$ cat src/rtl/array_sort_check_param.sv
// Register-file-backed sort checker: scans length elements from array, one pair per cycle.
// Optional build macro COUNT_ALL_EN scans the whole array and counts every inversion.
module array_sort_check_param #(
    parameter int DATA_W = 32,
    parameter int ADDR_W = 5,
    parameter int LEN_W  = 6
) (
    input  logic              clock,
    input  logic              reset,
    input  logic              go,
    input  logic [ADDR_W-1:0] array,
    input  logic [LEN_W-1:0]  length,
    input  logic              descending,
    input  logic              wr_en,
    input  logic [ADDR_W-1:0] wr_addr,
    input  logic [DATA_W-1:0] wr_data,
    output logic              busy,
    output logic              done,
    output logic              sorted,
    output logic [LEN_W-1:0]  inv_index,
    output logic [LEN_W-1:0]  inv_count
);
    localparam int DEPTH = 2 ** ADDR_W;
    localparam logic [LEN_W-1:0] DEPTH_L  = LEN_W'(DEPTH);
    localparam logic [LEN_W-1:0] LEN_ZERO = {LEN_W{1'b0}};
    localparam logic [LEN_W-1:0] LEN_ONE  = {{(LEN_W-1){1'b0}}, 1'b1};
    localparam logic [LEN_W-1:0] CNT_MAX  = {LEN_W{1'b1}};

    typedef enum logic [1:0] {
        IDLE = 2'd0,
        SCAN = 2'd1,
        DONE = 2'd2
    } state_t;

    state_t state_r, state_s;

    logic [DATA_W-1:0] rf_r [DEPTH];

    logic [ADDR_W-1:0] array_r, array_s;
    logic [LEN_W-1:0]  len_r, len_s;
    logic              desc_r, desc_s;
    logic [LEN_W-1:0]  idx_r, idx_s;
    logic              sorted_r, sorted_s;
    logic [LEN_W-1:0]  inv_index_r, inv_index_s;
    logic [LEN_W-1:0]  inv_count_r, inv_count_s;
    logic              busy_r, done_r;

    logic [LEN_W-1:0]  idx_plus_s;
    logic [ADDR_W-1:0] a_addr_s, b_addr_s;
    logic [DATA_W-1:0] a_s, b_s;
    logic              inv_s;

    // Pair addresses wrap naturally through ADDR_W-bit truncation.
    assign idx_plus_s = idx_r + LEN_ONE;
    assign a_addr_s   = array_r + idx_r[ADDR_W-1:0];
    assign b_addr_s   = a_addr_s + {{(ADDR_W-1){1'b0}}, 1'b1};
    assign a_s        = rf_r[a_addr_s];
    assign b_s        = rf_r[b_addr_s];
    assign inv_s      = desc_r ? (a_s < b_s) : (a_s > b_s);

    // Register file: no reset, writes blocked while a scan is reading it.
    always_ff @(posedge clock) begin
        if (wr_en && (state_r != SCAN)) begin
            rf_r[wr_addr] <= wr_data;
        end
    end

    // FSM state register.
    always_ff @(posedge clock or negedge reset) begin
        if (!reset) begin
            state_r <= IDLE;
        end else begin
            state_r <= state_s;
        end
    end

    // Next-state and datapath next values.
    always_comb begin
        state_s     = state_r;
        array_s     = array_r;
        len_s       = len_r;
        desc_s      = desc_r;
        idx_s       = idx_r;
        sorted_s    = sorted_r;
        inv_index_s = inv_index_r;
        inv_count_s = inv_count_r;
        case (state_r)
            IDLE: begin
                if (go) begin
                    state_s     = SCAN;
                    array_s     = array;
                    len_s       = (length > DEPTH_L) ? DEPTH_L : length;
                    desc_s      = descending;
                    idx_s       = LEN_ZERO;
                    sorted_s    = 1'b0;
                    inv_index_s = LEN_ZERO;
                    inv_count_s = LEN_ZERO;
                end else begin
                    state_s = IDLE;
                end
            end
            SCAN: begin
                if (idx_plus_s >= len_r) begin
                    state_s  = DONE;
                    sorted_s = (inv_count_r == LEN_ZERO);
                end else if (inv_s) begin
`ifdef COUNT_ALL_EN
                    if (inv_count_r == LEN_ZERO) begin
                        inv_index_s = idx_r;
                    end else begin
                        inv_index_s = inv_index_r;
                    end
                    inv_count_s = (inv_count_r == CNT_MAX) ? CNT_MAX : (inv_count_r + LEN_ONE);
                    idx_s       = idx_plus_s;
`else
                    inv_index_s = idx_r;
                    inv_count_s = LEN_ONE;
                    sorted_s    = 1'b0;
                    state_s     = DONE;
`endif
                end else begin
                    idx_s = idx_plus_s;
                end
            end
            DONE: begin
                if (go) begin
                    state_s = DONE;
                end else begin
                    state_s = IDLE;
                end
            end
            default: begin
                state_s = IDLE;
            end
        endcase
    end

    // Datapath and registered outputs; outputs reflect the state being entered.
    always_ff @(posedge clock or negedge reset) begin
        if (!reset) begin
            array_r     <= {ADDR_W{1'b0}};
            len_r       <= LEN_ZERO;
            desc_r      <= 1'b0;
            idx_r       <= LEN_ZERO;
            sorted_r    <= 1'b0;
            inv_index_r <= LEN_ZERO;
            inv_count_r <= LEN_ZERO;
            busy_r      <= 1'b0;
            done_r      <= 1'b0;
        end else begin
            array_r     <= array_s;
            len_r       <= len_s;
            desc_r      <= desc_s;
            idx_r       <= idx_s;
            sorted_r    <= sorted_s;
            inv_index_r <= inv_index_s;
            inv_count_r <= inv_count_s;
            busy_r      <= (state_s == SCAN);
            done_r      <= (state_s == DONE);
        end
    end

    assign busy      = busy_r;
    assign done      = done_r;
    assign sorted    = sorted_r;
    assign inv_index = inv_index_r;
    assign inv_count = inv_count_r;

endmodule
$ cat config.mk
export PLATFORM = sky130hd
export DESIGN_NAME = array_sort_check_param
export DESIGN_NICKNAME = d
export VERILOG_FILES = /design/src/rtl/array_sort_check_param.sv
export SDC_FILE = /design/constraint.sdc
export NUM_CORES = 2
export LEC_CHECK = 0
export ABC_AREA = 0
export BUFFER_PORTS_ARGS = -buffer_cell sky130_fd_sc_hd__clkbuf_2
export CORE_MARGIN = 2
export CORE_UTILIZATION = 55
export DETAILED_ROUTE_END_ITERATION = 10
export PLACE_DENSITY = 0.71
export SLEW_MARGIN = 15
export SYNTH_ARGS = -nofsm -noshare
export SYNTH_HDL_FRONTEND = slang
export SYNTH_SLANG_ARGS = --single-unit
$ cat constraint.sdc
create_clock -name clock -period 6.83 [get_ports clock]
set_input_delay 1.0245 -clock clock [delete_from_list [all_inputs] [get_ports clock]]
set_output_delay 1.0245 -clock clock [all_outputs]
set_load 0.005 [all_outputs]
* After elaboration in Yosys (flattened, before gate mapping) *
Memories as Yosys holds them, arrays and structs flattened.
Index checks and enable logic that the tools add are counted.

storage, ports and cells
  memories kept = 1
  flip-flop bits (word level) = 35
  RAM bits = 1024
  output and inout port bits = 15
  word-level logic and storage cells = 59

memories
  name  depth  bits a word  rd ports  clocked after memory_dff  write ports  RTL line  RTL
  rf_r  32     32           2         0                         1            37        logic [DATA_W-1:0] rf_r [DEPTH];

cells by class
  $add $sub $neg = 3
  reduce and logical (&&, ||, !) cells = 8
  multiplexer cells = 23
  eq/ne operators = 10
  order comparisons = 4

operators with widths
  operator                                                                  count
  6-bit 2-to-1 mux                                                          8
  6-bit case mux with 2 select lines                                        3
  32-bit greater-than comparator                                            1
  32-bit less-than comparator                                               1
  2-bit inequality test (second input constant)                             4
  4-bit AND reduction                                                       2
  1-bit 2-to-1 mux                                                          7
  6-bit by 1-bit adder with 6-bit output (second input constant)            1
  6-bit greater-or-equal comparator                                         1
  6-bit greater-than comparator (second input constant)                     1
  6-bit zero test                                                           1
  2-bit 2-to-1 mux                                                          3
  2-bit case mux with 3 select lines                                        1
  5-bit by 1-bit adder with 5-bit output (second input constant)            1
  5-bit adder                                                               1
  2-bit by 1-bit equality test with 1-bit output (second input constant)    2
  2-bit equality test (second input constant)                               2
  3-bit inequality test (second input constant)                             1
  3-bit AND reduction                                                       1
  2-bit zero test                                                           1
  2-bit by 1-bit inequality test with 1-bit output (second input constant)  1
  1-bit case mux with 2 select lines                                        1
  2-bit AND reduction                                                       1
  2-bit nonzero test                                                        1
  1-bit logical AND                                                         1

* Logic depth before layout (Yosys ltp) *
An unclocked memory read counts as a cell.

  word-level depth = 9
  gate-level depth with buffers = 23
  mapped depth without buffers = 20

* Worst setup path after synthesis *
No wires, ideal clock.

  path kind = flip-flop to flip-flop
  start point = register idx_r[0]
  end point = register inv_index_r[0] (netlist: inv_index[0])
  setup time = 79 ps
  path slack = 1921 ps
  clock period less this slack = 4909 ps
  cell stages (with the launch flop) = 24
  required time = 6751 ps
  arrival = 4830 ps
  path through = dfrtp_1 > ha_1 > inv_1 > fa_1 > clkbuf_1 > inv_1 > ha_1 > inv_1 > nor3_1 > mux2i_4 > a21oi_2 > buf_2 > buf_1 > o21ai_1 > nand3_1 > nand4_1 > ha_1 > a21oi_1 > nand2_1 > a221oi_1 > o211ai_1 > a211o_1 > mux2i_2 > mux2i_1

on the way
  word-level cells in the longest chain between the ends = 7
  elaborated cells on any way between the ends = 14

ends and longest elaborated chain
  item                                                                           RTL line  RTL
  start, declared                                                                42        logic [LEN_W-1:0] idx_r, idx_s;
  start signal, assigned                                                         154       idx_r <= idx_s;
  5-bit adder                                                                    55        assign a_addr_s = array_r + idx_r[ADDR_W-1:0];
  5-bit by 1-bit adder with 5-bit output                                         56        assign b_addr_s = a_addr_s + {{(ADDR_W-1){1'b0}}, 1'b1};
  memory read 32 x 32 bit                                                        -
  32-bit greater-than comparator or 32-bit less-than comparator (tied branches)  59        assign inv_s = desc_r ? (a_s < b_s) : (a_s > b_s);
  1-bit 2-to-1 mux                                                               59
  2-bit inequality test (no line)                                                -
  4-bit AND reduction (no line)                                                  -
  end signal, assigned                                                           156       inv_index_r <= inv_index_s;
  end, declared                                                                  44        logic [LEN_W-1:0] inv_index_r, inv_index_s;

Several ways; a longest one is shown, not always the timed one. The select of a mux whose other input is x is not followed.
A chain may end at the register's enable or synchronous reset.

* Final worst setup path *
  start point = register idx_r[0]
  end point = register inv_index_r[2] (netlist: inv_index[2])

on the way
  word-level cells in the longest chain between the ends = 7
  elaborated cells on any way between the ends = 11

ends and longest elaborated chain
  item                                                                           RTL line
  5-bit adder                                                                    55
  5-bit by 1-bit adder with 5-bit output                                         56
  memory read 32 x 32 bit                                                        -
  32-bit greater-than comparator or 32-bit less-than comparator (tied branches)  59
  1-bit 2-to-1 mux                                                               59
  2-bit inequality test (no line)                                                -
  4-bit AND reduction (no line) *                                                -

Every way passes the cells marked *; elsewhere a longest branch is shown, timed or not.

==> qor.yml <==
status: "complete, no violations"
max_slew_margin_pct: 16.3
seq_area_frac_synth_pct: 62.5
crit_slowest_cell: "fa_4"
max_freq_mhz: 150
synthArstFlopShare_pct: 2.85
io_pins: 68
post-route-period-util_pct: 97.9
cts_hold_buffers: 0
synthesis.area_mm2: 0.0504
die-height_um: 307
cp-end-kind: "register"
die_area_mm2: 0.0940
grt_pass1_wl_um: 213000
wirelength_um: 147000
fin_worst_hold_slack_ns: 0.398
rsz0062_at_grt: "no"
root_buffer: "clkbuf_16"
crit_path_start_kind: "register"
die_x_um: 307
worst_ep_required_time_ns: 7.42
synth_compound_area_share_pct: 2.44
drv_cap: 0
post_drt_via_cell_ratio: 7.32
place.gp.congestion: 0.853
maxSlewViolCount: 0
tns_ns: 0
setup_viol: 0
synth-edff-count: 1024
synthCells: 2986
reg2regPathDepth: 22
synth_top_family_by_area: "multiplexers"
tightest_slew_ns: 1.25
worstReg2RegStart: "idx_r[0]"
netlist.area_leader.share_pct: 61.0
synth_xor_area_share_pct: 0.238
grt_use_total_pct: 31.3
cp.arrival_ns: 7.28
start_util_pct: 55.7
grt_pass1_vias: 31812
rows: 110
final_area_mm2: 0.0560
firstDrtPassIters: 6
cp_max_fo: 20
yosys.area_share.simple_pct: 7.96
seqCellArea_mm2: 0.0315
crit_type: "register to register"
stdcell_count: 4285
drive_gt1_share_pct: 29.0
path_buf_inv: 5
synth_seq_cells: 1054
cp_top_family: "simple AND/OR/NAND/NOR gates"
place_inst: 4082
path_clk_slew_ns: 0.07
ys_warn_count: 0
multi_input_area_mm2: 0.0180
crit_chain: "ha_4 > inv_1 > fa_4 > inv_1 > ha_1 > inv_1 > nor3_1 > mux2i_4 > nand3_4 > buf_4 > nand3_1 > nand3_1 > nand4_1 > ha_1 > a21oi_1 > o21ai_0 > a211oi_1 > nor3_1 > buf_4 > a211o_1 > mux2i_2 > mux2i_1"
core_area_mm2: 0.0904
synth_area_per_cell_um2: 16.9
synth_top_cell_by_area: "edfxtp_1"
place.port_buffers: 62
cts_buffers: 105
r2r_end: "inv_index[2]"
yosysUniqueCellTypes: 60
drc_errors: 0
dpl.hpwl_um: 78900
drtAntennaViolNets: 0
clock_latency_ns: 0.68
place_area_mm2: 0.0524
hold_violations: 0
critical_path.max_stage_delay_ns: 0.80
finalClockSkew_ns: 0.0213
area_growth_pct: 11.1
synth_ff_type: "edfxtp_1"
crit_path_frequent_cell: "inv_1"
antenna_found_initial: 4
drt_iter0_drc: 4851
cts_sinks: 1054
nets: 3115
hold_class: "primary input to asynchronous set/reset pin"
wl_per_cell_um: 34.2
muxShareOfSynthArea_pct: 23.2
synth_fa_ha_area_share_pct: 1.13
cts_tree: "yes"
num-fill-cells: 6262
htreeDepth: 3
grt_max_degree: 143
routed-via-count: 31376
overflow: 0
cts_buffer_depth: 3
reg2reg_slack_ns: 0.15
ys_top_cells_by_area: "edfxtp_1, mux4_2, nand3_1"
fin_crit_ns: 6.68
how the worst max path moves through the flow:
stage | start | end | slack, ns | cells past startpoint
after floorplan | idx_r[0] | inv_index[0] | 1.92 | 23
after global placement | idx_r[0] | inv_index[3] | 0.24 | 22
after detailed placement | idx_r[0] | inv_index[5] | 0.10 | 22
after CTS | idx_r[0] | inv_index[5] | 0.06 | 22
after global routing | idx_r[0] | inv_index[2] | 0.03 | 21
final | idx_r[0] | inv_index[2] | 0.15 | 22
worst register-to-register path, cell delays in order, from the launching register on:
cell,delay [ns]
dfrtp_1,0.50
ha_4,0.18
inv_1,0.05
fa_4,0.80
inv_1,0.07
ha_1,0.21
inv_1,0.16
nor3_1,0.11
mux2i_4,0.41
nand3_4,0.50
buf_4,0.41
nand3_1,0.10
nand3_1,0.09
nand4_1,0.17
ha_1,0.19
a21oi_1,0.08
o21ai_0,0.64
a211oi_1,0.19
nor3_1,0.50
buf_4,0.23
a211o_1,0.20
mux2i_2,0.56
mux2i_1,0.26
what timing repair did:
action,CTS,global route
resized for setup,0,1
endpoints found under the setup margin,0,8
buffers inserted,0,3
logic make-up (layout without fill, tap and decap cells):
kind of cell / count (synthesis) / in the layout
AO/OA/AOI/OAI: 217 / 217
adder cells (fa/ha/maj): 45 / 45
XOR/XNOR: 12 / 12
multiplexers: 527 / 527
buffers and inverters: 263 / 378
other: 1 / 8
flip-flops: 1054 / 1054
AND/OR/NAND/NOR: 867 / 868
synthesized netlist by cell type (3+ instances only):
cell and instances:
a211oi_1 3, a21o_1 6, a21oi_1 17, and3_1 5, buf_1 35, buf_2 54
buf_4 32, buf_6 7, clkbuf_1 108, clkbuf_2 7, dfrtp_1 30, edfxtp_1 1024
ha_1 44, inv_1 20, mux2i_1 12, mux4_2 512, nand2_1 334, nand2b_1 3
nand3_1 415, nand3b_1 8, nand4_1 40, nor2_1 38, nor2b_1 4, nor3_1 4
o21ai_0 131, o21ai_1 40, or3b_2 3, xnor2_1 6, xor2_1 4
flip-flops by register name (all words and copies together), names as in the netlist:
register	cells
array_r	5
busy	1
desc_r	1
done	1
idx_r	6
inv_count	1
inv_index	6
len_r	6
rf_r	1024
sorted	1
state_r	2
placed cells by master (no fill, tap or decap), types with 5 or more instances in the layout:
cell type	count
o21ai_0	130
clkbuf_2	62
nor2_4	35
a21o_1	6
and3_1	5
clkinvlp_4	7
o21ai_1	41
dfrtp_1	30
clkbuf_16	106
nand3_1	414
clkinv_2	22
bufinv_16	16
nand3b_1	8
conb_1	5
nand2_1	333
mux2i_1	12
inv_1	20
xnor2_1	5
buf_12	21
buf_4	79
a21oi_1	17
mux4_2	512
edfxtp_1	1024
ha_1	43
clkinv_1	23
nand4_1	40
clkbuf_1	12
area by class of cell:
| type | instances | share of cell area, % |
|---|---|---|
| inverter | 20 | 0.134 |
| timing repair buffer | 162 | 2.37 |
| multi-input combinational | 1674 | 32.2 |
| antenna | 3 | 0.0134 |
| sequential | 1054 | 56.3 |
| tap | 1176 | 2.63 |
| clock buffer | 118 | 4.82 |
| clock inverter | 78 | 1.52 |
per-layer routing:
| layer | up-vias | track usage [%] | share of wire [%] |
|---|---|---|---|
| met4 | 4 | 15.7 | 5.6 |
| met1 | 16170 | 42.2 | 36 |
| met5 | - | 0 | 0.020 |
| li1 | 12343 | - | - |
| met3 | 502 | 6.51 | 11 |
| met2 | 2357 | 49.3 | 47 |
metrics by stage:
| stage | utilization, % | setup WS [ns] |
|---|---|---|
| global route | 61.9 | 0.0269 |
| global placement | 57.9 | 0.235 |
| CTS | 61.8 | 0.0593 |
| floorplan | - | 1.92 |
| finish | 61.9 | 0.145 |
| detailed placement | 57.9 | 0.105 |
Power is left out: the tool's default activity adds up to more than one toggle a clock period on the data nets, which glitch-free logic cannot reach.
